`config.mk`:
```
export PLATFORM = sky130hd
export DESIGN_NAME = stack_unit
export DESIGN_NICKNAME = d
export VERILOG_FILES = /design/src/rtl/stack_unit.sv
export SDC_FILE = /design/constraint.sdc
export NUM_CORES = 1
export LEC_CHECK = 0
export CORE_ASPECT_RATIO = 2
export CORE_MARGIN = 2
export CORE_UTILIZATION = 40
export CTS_CLUSTER_SIZE = 12
export DETAILED_ROUTE_END_ITERATION = 8
export PLACE_DENSITY = 0.55
export SLEW_MARGIN = 20
export SYNTH_ARGS = -nofsm -noshare
export SYNTH_HDL_FRONTEND = slang
export SYNTH_SLANG_ARGS = --single-unit
export TNS_END_PERCENT = 5
```
`constraint.sdc`:
```
create_clock -name clk -period 8.7 [get_ports clk]
set_input_delay 2.175 -clock clk [delete_from_list [all_inputs] [get_ports clk]]
set_output_delay 2.175 -clock clk [all_outputs]
set_load 0.05 [all_outputs]
```
`src/rtl/stack_unit.sv`:
```
// stack_unit - LIFO stack for the multicycle stack processor.
//
// Holds up to DEPTH words of WIDTH bits. The top of stack is presented
// combinationally on data_out; count, full and empty come from registered
// state only. Sticky overflow/underflow flags record illegal accesses until
// cleared with clear_err.
//
// Ports:
//   clk        clock, all state changes on the rising edge
//   resetN     synchronous active-low reset (count and flags only)
//   push       write data_in onto the stack at this edge
//   pop        remove the top entry at this edge
//   data_in    word to push
//   data_out   current top entry, 0 when empty
//   full       count == DEPTH
//   empty      count == 0
//   count      number of valid entries
//   overflow   sticky: push while full without pop
//   underflow  sticky: pop while empty
//   clear_err  clears overflow/underflow at this edge
module stack_unit #(
  parameter int WIDTH = 8,
  parameter int DEPTH = 16,
  localparam int CW = $clog2(DEPTH + 1),
  localparam int AW = (DEPTH > 1) ? $clog2(DEPTH) : 1
) (
  input  logic             clk,
  input  logic             resetN,
  input  logic             push,
  input  logic             pop,
  input  logic [WIDTH-1:0] data_in,
  output logic [WIDTH-1:0] data_out,
  output logic             full,
  output logic             empty,
  output logic [CW-1:0]    count,
  output logic             overflow,
  output logic             underflow,
  input  logic             clear_err
);

  logic [CW-1:0]    count_reg, count_next;
  logic             overflow_reg, overflow_next;
  logic             underflow_reg, underflow_next;
  logic [WIDTH-1:0] mem_reg [DEPTH];

  logic [CW-1:0] top_idx;
  logic [AW-1:0] top_addr;
  logic [AW-1:0] count_addr;
  logic [AW-1:0] wr_addr;
  logic          wr_en;
  logic          ovf_evt;
  logic          unf_evt;

  assign full       = (count_reg == CW'(DEPTH));
  assign empty      = (count_reg == '0);
  assign count      = count_reg;
  assign overflow   = overflow_reg;
  assign underflow  = underflow_reg;

  assign top_idx    = count_reg - CW'(1);
  assign top_addr   = top_idx[AW-1:0];
  assign count_addr = count_reg[AW-1:0];

  // The only combinational path: registered count/mem to the top word.
  assign data_out   = empty ? '0 : mem_reg[top_addr];

  always_comb begin
    count_next = count_reg;
    wr_en      = 1'b0;
    wr_addr    = count_addr;
    ovf_evt    = 1'b0;
    unf_evt    = 1'b0;
    case ({push, pop})
      2'b10: begin
        if (!full) begin
          wr_en      = 1'b1;
          count_next = count_reg + CW'(1);
        end else begin
          ovf_evt = 1'b1;
        end
      end
      2'b01: begin
        if (!empty) begin
          count_next = count_reg - CW'(1);
        end else begin
          unf_evt = 1'b1;
        end
      end
      2'b11: begin
        // Simultaneous push+pop replaces the top in place, which is why it
        // is legal even when full. On an empty stack the pop half has
        // nothing to remove, so it degrades to a plain push into entry 0
        // and still flags the underflow.
        wr_en = 1'b1;
        if (empty) begin
          count_next = CW'(1);
          unf_evt    = 1'b1;
        end else begin
          wr_addr = top_addr;
        end
      end
      default: ;
    endcase
    // A new error event beats clear_err in the same cycle.
    overflow_next  = ovf_evt | (overflow_reg  & ~clear_err);
    underflow_next = unf_evt | (underflow_reg & ~clear_err);
  end

  always_ff @(posedge clk) begin
    if (!resetN) begin
      count_reg     <= '0;
      overflow_reg  <= 1'b0;
      underflow_reg <= 1'b0;
    end else begin
      count_reg     <= count_next;
      overflow_reg  <= overflow_next;
      underflow_reg <= underflow_next;
    end
  end

  // Storage has no reset; stale entries are never visible because data_out
  // is gated by count.
  always_ff @(posedge clk) begin
    if (resetN && wr_en) begin
      mem_reg[wr_addr] <= data_in;
    end
  end

endmodule

```
==> impl_metrics.prom <==
# TYPE chip_impl_metric gauge
chip_impl_metric{name="grt_pass1_wl",unit="mm"} 19.5
chip_impl_metric{name="grt_max_degree",unit=""} 46
chip_impl_metric{name="slew_violations",unit=""} 0
chip_impl_metric{name="drt_pre_antenna_iters",unit=""} 4
chip_impl_metric{name="nFillCells",unit=""} 1203
chip_impl_metric{name="design.final.nets",unit=""} 370
chip_impl_metric{name="global_route.overflow_total",unit=""} 0
chip_impl_metric{name="fp.coreArea",unit="µm²"} 13900
chip_impl_metric{name="detailroute.via_count",unit=""} 3050
chip_impl_metric{name="initial_core_util",unit="%"} 40.9
chip_impl_metric{name="yosys.cell_types.count",unit=""} 46
chip_impl_metric{name="rows",unit=""} 61
chip_impl_metric{name="syn_inst",unit=""} 310
chip_impl_metric{name="fin_clk_skew",unit="ns"} 0.00968
chip_impl_metric{name="worst_case_setup_slack_after_placement",unit="ns"} 3.24
chip_impl_info{name="synth_area_leader_cell",value="sky130_fd_sc_hd__edfxtp_1"} 1
chip_impl_metric{name="maxSlewHeadroom",unit="%"} 33.3
chip_impl_info{name="layout_commonest_cell",value="sky130_fd_sc_hd__edfxtp_1"} 1
chip_impl_metric{name="timing.fmax",unit="GHz"} 0.171
chip_impl_metric{name="synth-seq-area-share",unit="%"} 70.2
chip_impl_metric{name="cts_buffers",unit=""} 17
chip_impl_info{name="worst_hold_endpoint",value="overflow"} 1
chip_impl_metric{name="netlist_area",unit="µm²"} 5680
chip_impl_metric{name="worst_r2r_path_depth",unit=""} 6
chip_impl_metric{name="cellPowerDensity",unit="nW/µm²"} 363
chip_impl_metric{name="layout_cells_sized_above_1",unit="%"} 23.7
chip_impl_metric{name="detailed_route_vias_per_instance",unit=""} 5.49
chip_impl_metric{name="period_utilization_post_route",unit="%"} 67.2
chip_impl_metric{name="fraction_of_post_synthesis_cell_area_in_the_top_cell_type_by_area",unit="%"} 67.7
chip_impl_info{name="r2r-end",value="mem_reg[0][2]"} 1
chip_impl_metric{name="clkLatencyLatePin",unit="ns"} 0.42
chip_impl_metric{name="area.growth.synth_to_final",unit="%"} 20.6
chip_impl_metric{name="postCtsSetupRepairBufs",unit=""} 0
chip_impl_metric{name="first_iter_violations",unit=""} 184
chip_impl_info{name="critical_path.startpoint_type",value="register"} 1
chip_impl_metric{name="synth-edff-count",unit=""} 128
chip_impl_metric{name="timing.final.ws_setup",unit="ns"} 2.85
chip_impl_metric{name="cts-hold-fix-buffers",unit=""} 0
chip_impl_metric{name="fraction_of_synthesis_flops_using_an_asynchronous_set_or_reset_pin",unit="%"} 0
chip_impl_info{name="yosys_most_used_dff",value="sky130_fd_sc_hd__edfxtp_1"} 1
chip_impl_metric{name="layout_min_cycle_time",unit="ns"} 5.85
chip_impl_metric{name="syn-num-nets",unit=""} 326
chip_impl_metric{name="gpl.final_weighted_congestion",unit=""} 0.876
chip_impl_info{name="status",value="complete, no violations"} 1
chip_impl_metric{name="avgRoutedWirePerCell",unit="µm"} 23.5
chip_impl_info{name="yosys-top-cells-area",value="sky130_fd_sc_hd__edfxtp_1 (68%), sky130_fd_sc_hd__mux4_2 (13%), sky130_fd_sc_hd__mux2i_1 (2.8%)"} 1
chip_impl_metric{name="yosysWarningCount",unit=""} 0
chip_impl_metric{name="ff2ff_setup_slack",unit="ns"} 5.27
chip_impl_metric{name="die_y",unit="µm"} 172
chip_impl_info{name="timing.rr.start",value="count[1]"} 1
chip_impl_metric{name="worst_path_largest_cell_delay",unit="ns"} 0.85
chip_impl_metric{name="die_w",unit="µm"} 88.2
chip_impl_metric{name="final_hpwl_from_detailed_placement",unit="mm"} 8.76
chip_impl_metric{name="largest_register_ff_count",unit=""} 128
chip_impl_metric{name="dieArea",unit="µm²"} 15200
chip_impl_metric{name="setup_tns",unit="ns"} 0
chip_impl_metric{name="cap_violations",unit=""} 0
chip_impl_info{name="timing.hold.worst.start",value="overflow"} 1
chip_impl_info{name="worstHoldPathType",value="reg -> reg"} 1
chip_impl_metric{name="worstHoldPathCells",unit=""} 2
chip_impl_metric{name="final_hold_viol_count",unit=""} 0
chip_impl_metric{name="cts.clk_slew.worst_paths",unit="ns"} 0.06
chip_impl_metric{name="synth_seq_cells",unit=""} 135
chip_impl_metric{name="setup_viol",unit=""} 0
chip_impl_metric{name="timing_worst_slew_pin_value",unit="ns"} 0.996
chip_impl_metric{name="vdd_ir_drop_max",unit="mV"} 0.161
chip_impl_info{name="tritoncts_clock_tree",value="built"} 1
chip_impl_metric{name="antenna_cells_inserted",unit=""} 0
chip_impl_metric{name="clockBufferDepth",unit=""} 2
chip_impl_metric{name="grt_usage",unit="%"} 18.7
chip_impl_info{name="final_cell_mix",value="sky130_fd_sc_hd__edfxtp_1 (128), sky130_fd_sc_hd__mux4_2 (32), sky130_fd_sc_hd__clkdlybuf4s50_1 (29)"} 1
chip_impl_metric{name="antenna_violations_before_repair",unit=""} 0
chip_impl_metric{name="detail-route-antenna-nets",unit=""} 0
chip_impl_metric{name="cp_data_required_time",unit="ns"} 6.53
chip_impl_info{name="criticalPathCategory",value="reg -> out"} 1
chip_impl_metric{name="num_io_pins",unit=""} 30
chip_impl_metric{name="portBuffers",unit=""} 29
chip_impl_info{name="worst_setup_path_end_kind",value="primary output"} 1
chip_impl_metric{name="clkSinkCount",unit=""} 135
chip_impl_metric{name="cts_resized",unit=""} 0
chip_impl_info{name="timing.critical_path.cells",value="buf_4, or3_1, xnor2_4, mux2i_1, o22ai_1, clkdlybuf4s50_1"} 1
chip_impl_metric{name="drt_wl_total",unit="mm"} 13.1
chip_impl_metric{name="crit_arrival",unit="ns"} 3.67
chip_impl_metric{name="post-route-drc-count",unit=""} 0
chip_impl_info{name="crit_path_top_delay_cell",value="sky130_fd_sc_hd__clkdlybuf4s50_1"} 1
chip_impl_info{name="root_buffer",value="sky130_fd_sc_hd__clkbuf_16"} 1
chip_impl_metric{name="avg_inst_size_synth",unit="µm²"} 18.3
chip_impl_metric{name="cts.htree.levels",unit=""} 4
chip_impl_metric{name="critical_path_peak_fanout",unit=""} 45
chip_impl_info{name="setup_repair_after_global_routing_missed_its_margin",value="no"} 1
chip_impl_metric{name="via_count_of_the_first_global_routing_pass",unit=""} 3173
chip_impl_metric{name="static-leakage-power",unit="nW"} 2.19
## power by group
part           leakage, nW  total (mW)  internal, mW  switching, mW
Sequential            1.21       0.761         0.745         0.0158
Clock                0.276       0.707         0.426          0.281
Combinational        0.705        1.02         0.397          0.619
## metrics by stage
stage	total power [mW]	util (%)	instance area (µm²)	hold slack (ns)	cells
after floorplan	1.51	-	5680	0.765	310
after global placement	1.79	45.0	6260	0.497	524
after detailed placement	1.80	45.1	6270	0.507	524
after CTS	2.51	49.3	6840	0.522	556
after global routing	2.58	49.3	6840	0.547	556
final	2.48	49.3	6840	0.511	556
## kinds of logic after synthesis
group	Yosys count	share of synthesized area [%]
buf+inv	23	1.90
simple gates	57	5.62
xor+xnor	4	0.617
mux	48	15.5
fa+ha+maj	3	0.661
compound gates	40	5.51
flops	135	70.2
## Yosys cell counts (2+ instances only)
library cell	count
sky130_fd_sc_hd__ha_1	3
sky130_fd_sc_hd__o31ai_1	2
sky130_fd_sc_hd__nand3_1	2
sky130_fd_sc_hd__and2_1	3
sky130_fd_sc_hd__a31oi_1	4
sky130_fd_sc_hd__o221ai_1	3
sky130_fd_sc_hd__mux2i_1	16
sky130_fd_sc_hd__buf_2	5
sky130_fd_sc_hd__buf_6	2
sky130_fd_sc_hd__o22ai_1	9
sky130_fd_sc_hd__inv_1	7
sky130_fd_sc_hd__or3b_2	2
sky130_fd_sc_hd__and3_1	2
sky130_fd_sc_hd__clkbuf_1	8
sky130_fd_sc_hd__a221oi_1	2
sky130_fd_sc_hd__nand2b_1	3
sky130_fd_sc_hd__mux4_2	32
sky130_fd_sc_hd__o211ai_1	2
sky130_fd_sc_hd__nor2_1	10
sky130_fd_sc_hd__a211oi_1	4
sky130_fd_sc_hd__nor4b_1	2
sky130_fd_sc_hd__nor4_1	2
sky130_fd_sc_hd__nand2_1	6
sky130_fd_sc_hd__nor2b_1	2
sky130_fd_sc_hd__nor3_1	17
sky130_fd_sc_hd__xnor2_1	2
sky130_fd_sc_hd__edfxtp_1	128
sky130_fd_sc_hd__dfxtp_1	7
sky130_fd_sc_hd__a21oi_1	5
sky130_fd_sc_hd__xor2_1	2
## metal layers
metal	up-vias	part of all wire, %	wire length [µm]	GRT usage (%)
met5	-	0	0	0
met1	1578	37	4810	19.9
met4	0	2.6	341	7.38
li1	1383	-	-	-
met2	67	57	7510	34.7
met3	22	3.3	435	4.20
## critical path, delay by kind of cell, from the launching register on
kind,cells,cell delay [ns]
XOR/XNOR,1,0.61
AO/OA/AOI/OAI,1,0.23
multiplexers,1,0.27
flip-flops,1,0.32
AND/OR/NAND/NOR,1,0.62
buffers and inverters,2,1.18
## final cells by class
type                    instances  area (µm²)  area share [%]
flip-flops and latches        135        3990            58.2
clock buffers                  20         437            6.38
repair buffers                 40         373            5.45
well taps                     189         236            3.46
inverters                       8        30.0           0.439
multi-input cells             152        1640            24.0
clock inverters                12         139            2.03
## how the worst max path moves through the flow
| stage | from | end | slack (ns) |
|---|---|---|---|
| finish | count[0] | data_out[3] | 2.85 |
| global route | count[0] | data_out[3] | 2.67 |
| CTS | count[0] | data_out[3] | 2.79 |
| detailed placement | count[0] | data_out[3] | 3.24 |
| global placement | count[0] | data_out[3] | 2.88 |
| floorplan | count[0] | data_out[5] | 3.16 |
Power figures use the tool's default switching activity.
